[src/rtl/imm_mc_ctrl_if.sv]
// -----------------------------------------------------------------------------
// imm_mc_ctrl_if
// Bundle of the signals between the multicycle controller and the datapath.
// The slave modport is the controller view: it receives the instruction fields
// and the condition result, and drives the datapath strobes and selects.
// The master modport is the datapath view of the same signals.
// -----------------------------------------------------------------------------
interface imm_mc_ctrl_if;

    // Instruction fields and condition result, supplied by the datapath
    logic [1:0] Op;
    logic [5:0] Funct;
    logic [3:0] Rd;
    logic       CondEx;

    // Single-bit strobes and selects
    logic       IRWrite;
    logic       AdrSrc;
    logic       ALUSrcA;
    logic       ALUOp;

    // Two-bit selects
    logic [1:0] ALUSrcB;
    logic [1:0] ResultSrc;
    logic [1:0] ImmSrc;
    logic [1:0] RegSrc;

    // Condition-gated write enables
    logic       PCWrite;
    logic       RegWrite;
    logic       MemWrite;
    logic [1:0] FlagWrite;

    // Current controller state, for debug visibility
    logic [3:0] State;

    modport master (
        output Op, Funct, Rd, CondEx,
        input  IRWrite, AdrSrc, ALUSrcA, ALUOp,
        input  ALUSrcB, ResultSrc, ImmSrc, RegSrc,
        input  PCWrite, RegWrite, MemWrite, FlagWrite,
        input  State
    );

    modport slave (
        input  Op, Funct, Rd, CondEx,
        output IRWrite, AdrSrc, ALUSrcA, ALUOp,
        output ALUSrcB, ResultSrc, ImmSrc, RegSrc,
        output PCWrite, RegWrite, MemWrite, FlagWrite,
        output State
    );

endinterface

[src/rtl/imm_mc_ctrl.sv]
// -----------------------------------------------------------------------------
// imm_mc_ctrl
// Multicycle controller for an ARM-like datapath. An eleven-state Moore FSM
// sequences each instruction through fetch, decode and a class-specific tail;
// the datapath strobes are decoded from the current state, and the write
// enables are gated by the condition result supplied with the instruction.
//
// Optional feature, selected at compile time:
//   IMM_MC_CTRL_CMPSKIP_EN  - when defined, compare/test instructions (which
//                             never write a register) return to FETCH straight
//                             from the execute state, giving a 3-cycle compare.
//                             When undefined they pass through ALUWB with the
//                             register write suppressed.
// -----------------------------------------------------------------------------
module imm_mc_ctrl (
    input  logic          clk,
    input  logic          reset,
    imm_mc_ctrl_if.slave  bus
);

    // -------------------------------------------------------------------------
    // Types and constants
    // -------------------------------------------------------------------------
    typedef enum logic [3:0] {
        S_FETCH    = 4'd0,
        S_DECODE   = 4'd1,
        S_MEMADR   = 4'd2,
        S_MEMRD    = 4'd3,
        S_MEMWB    = 4'd4,
        S_MEMWR    = 4'd5,
        S_EXECUTER = 4'd6,
        S_EXECUTEI = 4'd7,
        S_ALUWB    = 4'd8,
        S_BRANCH   = 4'd9,
        S_UNKNOWN  = 4'd10
    } state_t;

    localparam logic [1:0] OP_DP     = 2'b00;
    localparam logic [1:0] OP_MEM    = 2'b01;
    localparam logic [1:0] OP_BRANCH = 2'b10;
    localparam logic [1:0] OP_UNDEF  = 2'b11;

    localparam logic [3:0] RD_PC     = 4'b1111;

    // -------------------------------------------------------------------------
    // Internal signals
    // -------------------------------------------------------------------------
    state_t     state_q;
    state_t     state_d;

    // Raw (ungated) controls from the main decoder
    logic       next_pc;
    logic       branch;
    logic       reg_w;
    logic       mem_w;
    logic       ir_write;
    logic       adr_src;
    logic       alu_src_a;
    logic       alu_op;
    logic [1:0] alu_src_b;
    logic [1:0] result_src;

    // Instruction-field derived terms
    logic       no_write;     // compare/test class: result discarded
    logic       cv_update;    // arithmetic command: C and V are meaningful
    logic       in_execute;   // currently in EXECUTER or EXECUTEI

    // -------------------------------------------------------------------------
    // Instruction field decode
    // -------------------------------------------------------------------------
    // TST/TEQ/CMP/CMN share cmd[3:2] = 10 and only update flags.
    assign no_write  = (bus.Op == OP_DP) && (bus.Funct[4:3] == 2'b10);

    // SUB, ADD, CMP, CMN produce carry and overflow; logical ops do not.
    assign cv_update = (bus.Funct[4:1] == 4'b0010) ||
                       (bus.Funct[4:1] == 4'b0100) ||
                       (bus.Funct[4:1] == 4'b1010) ||
                       (bus.Funct[4:1] == 4'b1011);

    assign in_execute = (state_q == S_EXECUTER) || (state_q == S_EXECUTEI);

    // -------------------------------------------------------------------------
    // State register: synchronous reset returns to FETCH from any state
    // -------------------------------------------------------------------------
    // NOTE: sequential state is updated with <= so every flop samples the
    // pre-edge value regardless of statement order.
    always_ff @(posedge clk) begin
        if (reset) begin
            state_q <= S_FETCH;
        end else begin
            state_q <= state_d;
        end
    end

    // -------------------------------------------------------------------------
    // Next-state logic
    // -------------------------------------------------------------------------
    // Sequence is independent of CondEx so instruction length never changes
    // with the condition outcome; only the write enables are gated.
    always_comb begin
        // NOTE: a default before the case keeps every path assigned, so no
        // latch is inferred; unused encodings fall back to FETCH.
        state_d = S_FETCH;
        case (state_q)
            S_FETCH:  state_d = S_DECODE;
            S_DECODE: begin
                case (bus.Op)
                    OP_DP:     state_d = bus.Funct[5] ? S_EXECUTEI : S_EXECUTER;
                    OP_MEM:    state_d = S_MEMADR;
                    OP_BRANCH: state_d = S_BRANCH;
                    OP_UNDEF:  state_d = S_UNKNOWN;
                    default:   state_d = S_UNKNOWN;
                endcase
            end
            S_MEMADR:  state_d = bus.Funct[0] ? S_MEMRD : S_MEMWR;
            S_MEMRD:   state_d = S_MEMWB;
            S_MEMWB:   state_d = S_FETCH;
            S_MEMWR:   state_d = S_FETCH;
            S_EXECUTER,
            S_EXECUTEI: begin
`ifdef IMM_MC_CTRL_CMPSKIP_EN
                state_d = no_write ? S_FETCH : S_ALUWB;
`else
                state_d = S_ALUWB;
`endif
            end
            S_ALUWB:   state_d = S_FETCH;
            S_BRANCH:  state_d = S_FETCH;
            S_UNKNOWN: state_d = S_FETCH;
            default:   state_d = S_FETCH;
        endcase
    end

    // -------------------------------------------------------------------------
    // Main decoder: raw datapath controls as a function of the current state
    // -------------------------------------------------------------------------
    always_comb begin
        next_pc    = 1'b0;
        branch     = 1'b0;
        reg_w      = 1'b0;
        mem_w      = 1'b0;
        ir_write   = 1'b0;
        adr_src    = 1'b0;
        alu_src_a  = 1'b0;
        alu_op     = 1'b0;
        alu_src_b  = 2'b00;
        result_src = 2'b00;
        case (state_q)
            S_FETCH: begin
                // Read instruction at PC, compute PC+4 and write it back
                ir_write   = 1'b1;
                next_pc    = 1'b1;
                alu_src_a  = 1'b1;
                alu_src_b  = 2'b10;
                result_src = 2'b10;
            end
            S_DECODE: begin
                // Compute PC+8 for use as R15 while registers are read
                alu_src_a  = 1'b1;
                alu_src_b  = 2'b10;
                result_src = 2'b10;
            end
            S_MEMADR: begin
                // Base plus immediate offset
                alu_src_b  = 2'b01;
            end
            S_MEMRD: begin
                adr_src    = 1'b1;
            end
            S_MEMWB: begin
                result_src = 2'b01;
                reg_w      = 1'b1;
            end
            S_MEMWR: begin
                adr_src    = 1'b1;
                mem_w      = 1'b1;
            end
            S_EXECUTER: begin
                alu_src_b  = 2'b00;
                alu_op     = 1'b1;
            end
            S_EXECUTEI: begin
                alu_src_b  = 2'b01;
                alu_op     = 1'b1;
            end
            S_ALUWB: begin
                reg_w      = 1'b1;
            end
            S_BRANCH: begin
                // PC+8 plus branch offset, routed straight to the PC
                alu_src_b  = 2'b01;
                result_src = 2'b10;
                branch     = 1'b1;
            end
            default: begin
                // UNKNOWN and unused encodings drive nothing
            end
        endcase
    end

    // -------------------------------------------------------------------------
    // Output drive: selects, condition-gated enables and flag update
    // -------------------------------------------------------------------------
    always_comb begin
        bus.IRWrite   = ir_write;
        bus.AdrSrc    = adr_src;
        bus.ALUSrcA   = alu_src_a;
        bus.ALUOp     = alu_op;
        bus.ALUSrcB   = alu_src_b;
        bus.ResultSrc = result_src;
        bus.State     = state_q;

        // Immediate format follows the instruction class; undefined uses 00
        bus.ImmSrc    = (bus.Op == OP_UNDEF) ? 2'b00 : bus.Op;

        // [0] reads R15 for branches, [1] reads Rd as store data
        bus.RegSrc    = {(bus.Op == OP_MEM), (bus.Op == OP_BRANCH)};

        // FETCH always advances the PC; a taken branch or a write to R15
        // redirects it
        bus.PCWrite   = next_pc |
                        (bus.CondEx & (branch | (reg_w & (bus.Rd == RD_PC))));
        bus.RegWrite  = reg_w & bus.CondEx & ~no_write;
        bus.MemWrite  = mem_w & bus.CondEx;

        // Flags only move during execute of an S-suffixed, passing instruction
        bus.FlagWrite = 2'b00;
        if (in_execute && bus.Funct[0] && bus.CondEx) begin
            bus.FlagWrite = {1'b1, cv_update};
        end
    end

endmodule

[src/flat_wrapper.sv]
// flat-port wrapper written by rule: the top's interface ports become plain ports
module imm_mc_ctrl_flat 
  (clk, reset, bus_Op, bus_Funct, bus_Rd, bus_CondEx, bus_IRWrite, bus_AdrSrc, bus_ALUSrcA, bus_ALUOp, bus_ALUSrcB, bus_ResultSrc, bus_ImmSrc, bus_RegSrc, bus_PCWrite, bus_RegWrite, bus_MemWrite, bus_FlagWrite, bus_State);
  imm_mc_ctrl_if bus_i ();
  input  logic clk;
  input  logic reset;
  input wire logic [$bits(bus_i.Op)-1:0] bus_Op;
  input wire logic [$bits(bus_i.Funct)-1:0] bus_Funct;
  input wire logic [$bits(bus_i.Rd)-1:0] bus_Rd;
  input wire logic [$bits(bus_i.CondEx)-1:0] bus_CondEx;
  output wire logic [$bits(bus_i.IRWrite)-1:0] bus_IRWrite;
  output wire logic [$bits(bus_i.AdrSrc)-1:0] bus_AdrSrc;
  output wire logic [$bits(bus_i.ALUSrcA)-1:0] bus_ALUSrcA;
  output wire logic [$bits(bus_i.ALUOp)-1:0] bus_ALUOp;
  output wire logic [$bits(bus_i.ALUSrcB)-1:0] bus_ALUSrcB;
  output wire logic [$bits(bus_i.ResultSrc)-1:0] bus_ResultSrc;
  output wire logic [$bits(bus_i.ImmSrc)-1:0] bus_ImmSrc;
  output wire logic [$bits(bus_i.RegSrc)-1:0] bus_RegSrc;
  output wire logic [$bits(bus_i.PCWrite)-1:0] bus_PCWrite;
  output wire logic [$bits(bus_i.RegWrite)-1:0] bus_RegWrite;
  output wire logic [$bits(bus_i.MemWrite)-1:0] bus_MemWrite;
  output wire logic [$bits(bus_i.FlagWrite)-1:0] bus_FlagWrite;
  output wire logic [$bits(bus_i.State)-1:0] bus_State;
  assign bus_i.Op = bus_Op;
  assign bus_i.Funct = bus_Funct;
  assign bus_i.Rd = bus_Rd;
  assign bus_i.CondEx = bus_CondEx;
  assign bus_IRWrite = bus_i.IRWrite;
  assign bus_AdrSrc = bus_i.AdrSrc;
  assign bus_ALUSrcA = bus_i.ALUSrcA;
  assign bus_ALUOp = bus_i.ALUOp;
  assign bus_ALUSrcB = bus_i.ALUSrcB;
  assign bus_ResultSrc = bus_i.ResultSrc;
  assign bus_ImmSrc = bus_i.ImmSrc;
  assign bus_RegSrc = bus_i.RegSrc;
  assign bus_PCWrite = bus_i.PCWrite;
  assign bus_RegWrite = bus_i.RegWrite;
  assign bus_MemWrite = bus_i.MemWrite;
  assign bus_FlagWrite = bus_i.FlagWrite;
  assign bus_State = bus_i.State;
  imm_mc_ctrl u_core (.clk(clk), .reset(reset), .bus(bus_i));
endmodule
[config.mk]
export PLATFORM = sky130hd
export DESIGN_NAME = imm_mc_ctrl_flat
export DESIGN_NICKNAME = d
export VERILOG_FILES = /design/src/rtl/imm_mc_ctrl_if.sv /design/src/rtl/imm_mc_ctrl.sv /design/src/flat_wrapper.sv
export SDC_FILE = /design/constraint.sdc
export NUM_CORES = 1
export LEC_CHECK = 0
export ABC_AREA = 1
export CAP_MARGIN = 5
export CORE_AREA = 8 8 47 49
export CTS_CLUSTER_SIZE = 12
export DETAILED_ROUTE_END_ITERATION = 7
export DIE_AREA = 0 0 55 57
export GPL_TIMING_DRIVEN = 0
export PLACE_DENSITY = 0.75
export SKIP_CTS_REPAIR_TIMING = 1
export SLEW_MARGIN = 20
export SYNTH_ARGS = -nofsm -noshare
export SYNTH_HDL_FRONTEND = slang
export SYNTH_SLANG_ARGS = --single-unit
[constraint.sdc]
create_clock -name clk -period 1.19 [get_ports clk]
set_input_delay 0.238 -clock clk [delete_from_list [all_inputs] [get_ports clk]]
set_output_delay 0.238 -clock clk [all_outputs]
set_load 0.05 [all_outputs]
==> results.cfg <==
[drt]
drtAntennaViolNets = 0
drt_iter0_markers = 12
drc = 0
routed_wl_um = 2150
drtPass1Iterations = 4
vias = 680
wl_per_cell_um = 15.1
vias_per_cell = 4.79

[worst_setup_path]
worstReg2RegEnd = u_core.bus.State[2]
r2r_slack_ns = 0.03
crit_path_end_kind = output port
r2r_start = u_core.bus.State[1]
path_max_fanout = 6
arrival_ns = 1.36
cp_data_required_time_ns = 0.95
worstSetupPathType = reg2out
reg2regPathDepth = 9
cp-start-kind = flip-flop

[sta]
worstMarginPinSlew_ns = 0.305
timing.fmax_ghz = 0.626
tns_ns = -3.60
setup_viol = 13
finalCritPeriodShare = 1.34
finalHoldViolations = 0
layout_setup_ws_ns = -0.407
min_period_ns = 1.60
rsz0062_at_grt = true
skew_ns = 0.000373
holdWs_ns = 0.322
max_slew_margin = 0.797
slew_viol_final = 0

[layout]
syn2layout_area_growth_pct = 168
largest_reg_flops = 4
antenna_cells = 0
nets = 142
drive_gt1_frac = 0.640
instances_no_fill = 142
design_area_sq_um = 1180

[grt]
busiest_layer = met2
grtUsageMet1 = 0.117
globalRouteMet3Util = 0.0390
first_global_vias = 610
track_usage = 0.105
met2_usage = 0.175
gr-total-overflow = 0
grt_max_degree = 11
grt_pass1_wl_um = 2570
antenna_found_initial = 0

[logic_synthesis]
syn_nets = 91
netlist-cell-type-count = 22
synth.avg_cell_area_sq_um = 5.83
synth_seq_area_share = 0.181
synth_top_area_share = 0.181
syn_area_sq_um = 443
yosysTopAreaCell = dfxtp_1
ys_ff_latch = 4
synthTopCellsByArea = dfxtp_1, nand2_1, inv_1
synth_cells = 76
ys.warnings.count = 0

[placement]
numPlacedInstances = 128
placed_cell_area_sq_um = 943
io_buffers = 35
gp_congestion = 0.778
dp_hpwl_um = 1370

[run_status]
status = finished, violations left
failed_checks = negative setup slack

[worst_hold_path]
hp-start = bus_Op[1]
hold_depth = 3
holdPathEnd = u_core.bus.State[3]
hp-class = in2reg

[clock_tree]
cts_max_path_buffers = 2
cts.clk_slew.worst_paths_ns = 0.04
cts_tree = built
htree_levels = 1
cts_buffers = 3
cts_num_sinks = 4
cts-root-buf = clkbuf_4
worstSkewPairLatency_ns = 0.23

[power_and_ir_drop]
p_leak_uw = 0.000547
power_uw = 1180
p_per_area_nw_per_um2 = 995
ir_drop_uv = 740

[die]
dieArea_sq_um = 3140
io_pins = 36
num_rows = 15
fp.dieH_um = 57
core_sq_um = 1580
die_x_um = 55
start_util = 0.281

[run]
maxCapViolCount = 0
cell usage after synthesis:
cell,instances
a21oi_1,4
a21oi_2,1
buf_4,2
buf_6,1
dfxtp_1,4
inv_1,13
inv_2,2
inv_4,1
nand2_1,16
nand2_2,2
nand2_4,1
nand3_1,8
nand3_2,1
nand3b_1,1
nand4_1,1
nor2_1,11
nor2_2,1
nor2_4,2
nor3_2,1
o211ai_1,1
o21ai_0,1
o21ai_1,1
placed cells by master, fill, tap and decap left out, drive strengths merged:
cell type	instances
inv	15
dlymetal6s2s	1
nand2	19
nor2	14
buf	28
o211ai	1
nand3	9
dfxtp	4
clkdlybuf4s50	11
nor3	1
clkbuf	12
clkinv	1
nand4	1
nand3b	1
o21ai	2
a21oi	5
metal layers:
| metal | vias up | wire (um) |
|---|---|---|
| li1 | 341 | - |
| met1 | 303 | 731 |
| met2 | 34 | 1210 |
| met3 | 2 | 209 |
| met4 | 0 | 1 |
| met5 | - | 0 |
area by class of cell:
class,instances,area [sq um]
Sequential cell,4,95.1
Tap cell,17,21.3
Inverter,16,85.1
Buffer,3,30.0
Timing Repair Buffer,46,459
Clock buffer,3,22.5
Fill cell,104,392
Multi-Input combinational cell,53,472
power by group:
group / internal [uW] / switching (uW)
Sequential: 150 / 36.2
Clock: 112 / 48.9
Combinational: 319 / 513
Total: 581 / 598
cells by family after synthesis:
group,share of synthesized area
DFF,0.181
and+or+nand+nor,0.514
AOI/OAI and AO/OA,0.105
buffers and inverters,0.201
through the flow:
| stage | setup slack, ns | utilization |
|---|---|---|
| 5_1_grt | -0.462 | 0.752 |
| 3_5_place_dp | -0.982 | 0.598 |
| 2_1_floorplan | -0.611 | - |
| 6_report | -0.407 | 0.752 |
| 3_3_place_gp | -0.978 | 0.598 |
| 4_1_cts | -1.03 | 0.613 |
worst max-delay path by stage:
stage / slack (ns) / depth (start not counted) / to / from
floorplan: -0.61 / 5 / bus_FlagWrite[0] / u_core.bus.State[1]
global placement: -0.98 / 5 / bus_RegSrc[0] / bus_Op[1]
detailed placement: -0.98 / 5 / bus_RegSrc[0] / bus_Op[1]
CTS: -1.03 / 6 / bus_FlagWrite[0] / u_core.bus.State[3]
global route: -0.46 / 6 / bus_FlagWrite[0] / u_core.bus.State[1]
finish: -0.41 / 6 / bus_FlagWrite[0] / u_core.bus.State[1]
worst max-delay path: stages, from the launching register on:
cell     delay, ns
dfxtp_4       0.35
buf_8         0.14
inv_8         0.05
nor2_4        0.16
nand3_4       0.11
nor3_4        0.14
buf_6         0.18
No activity file was read; power rests on OpenSTA's default activity.
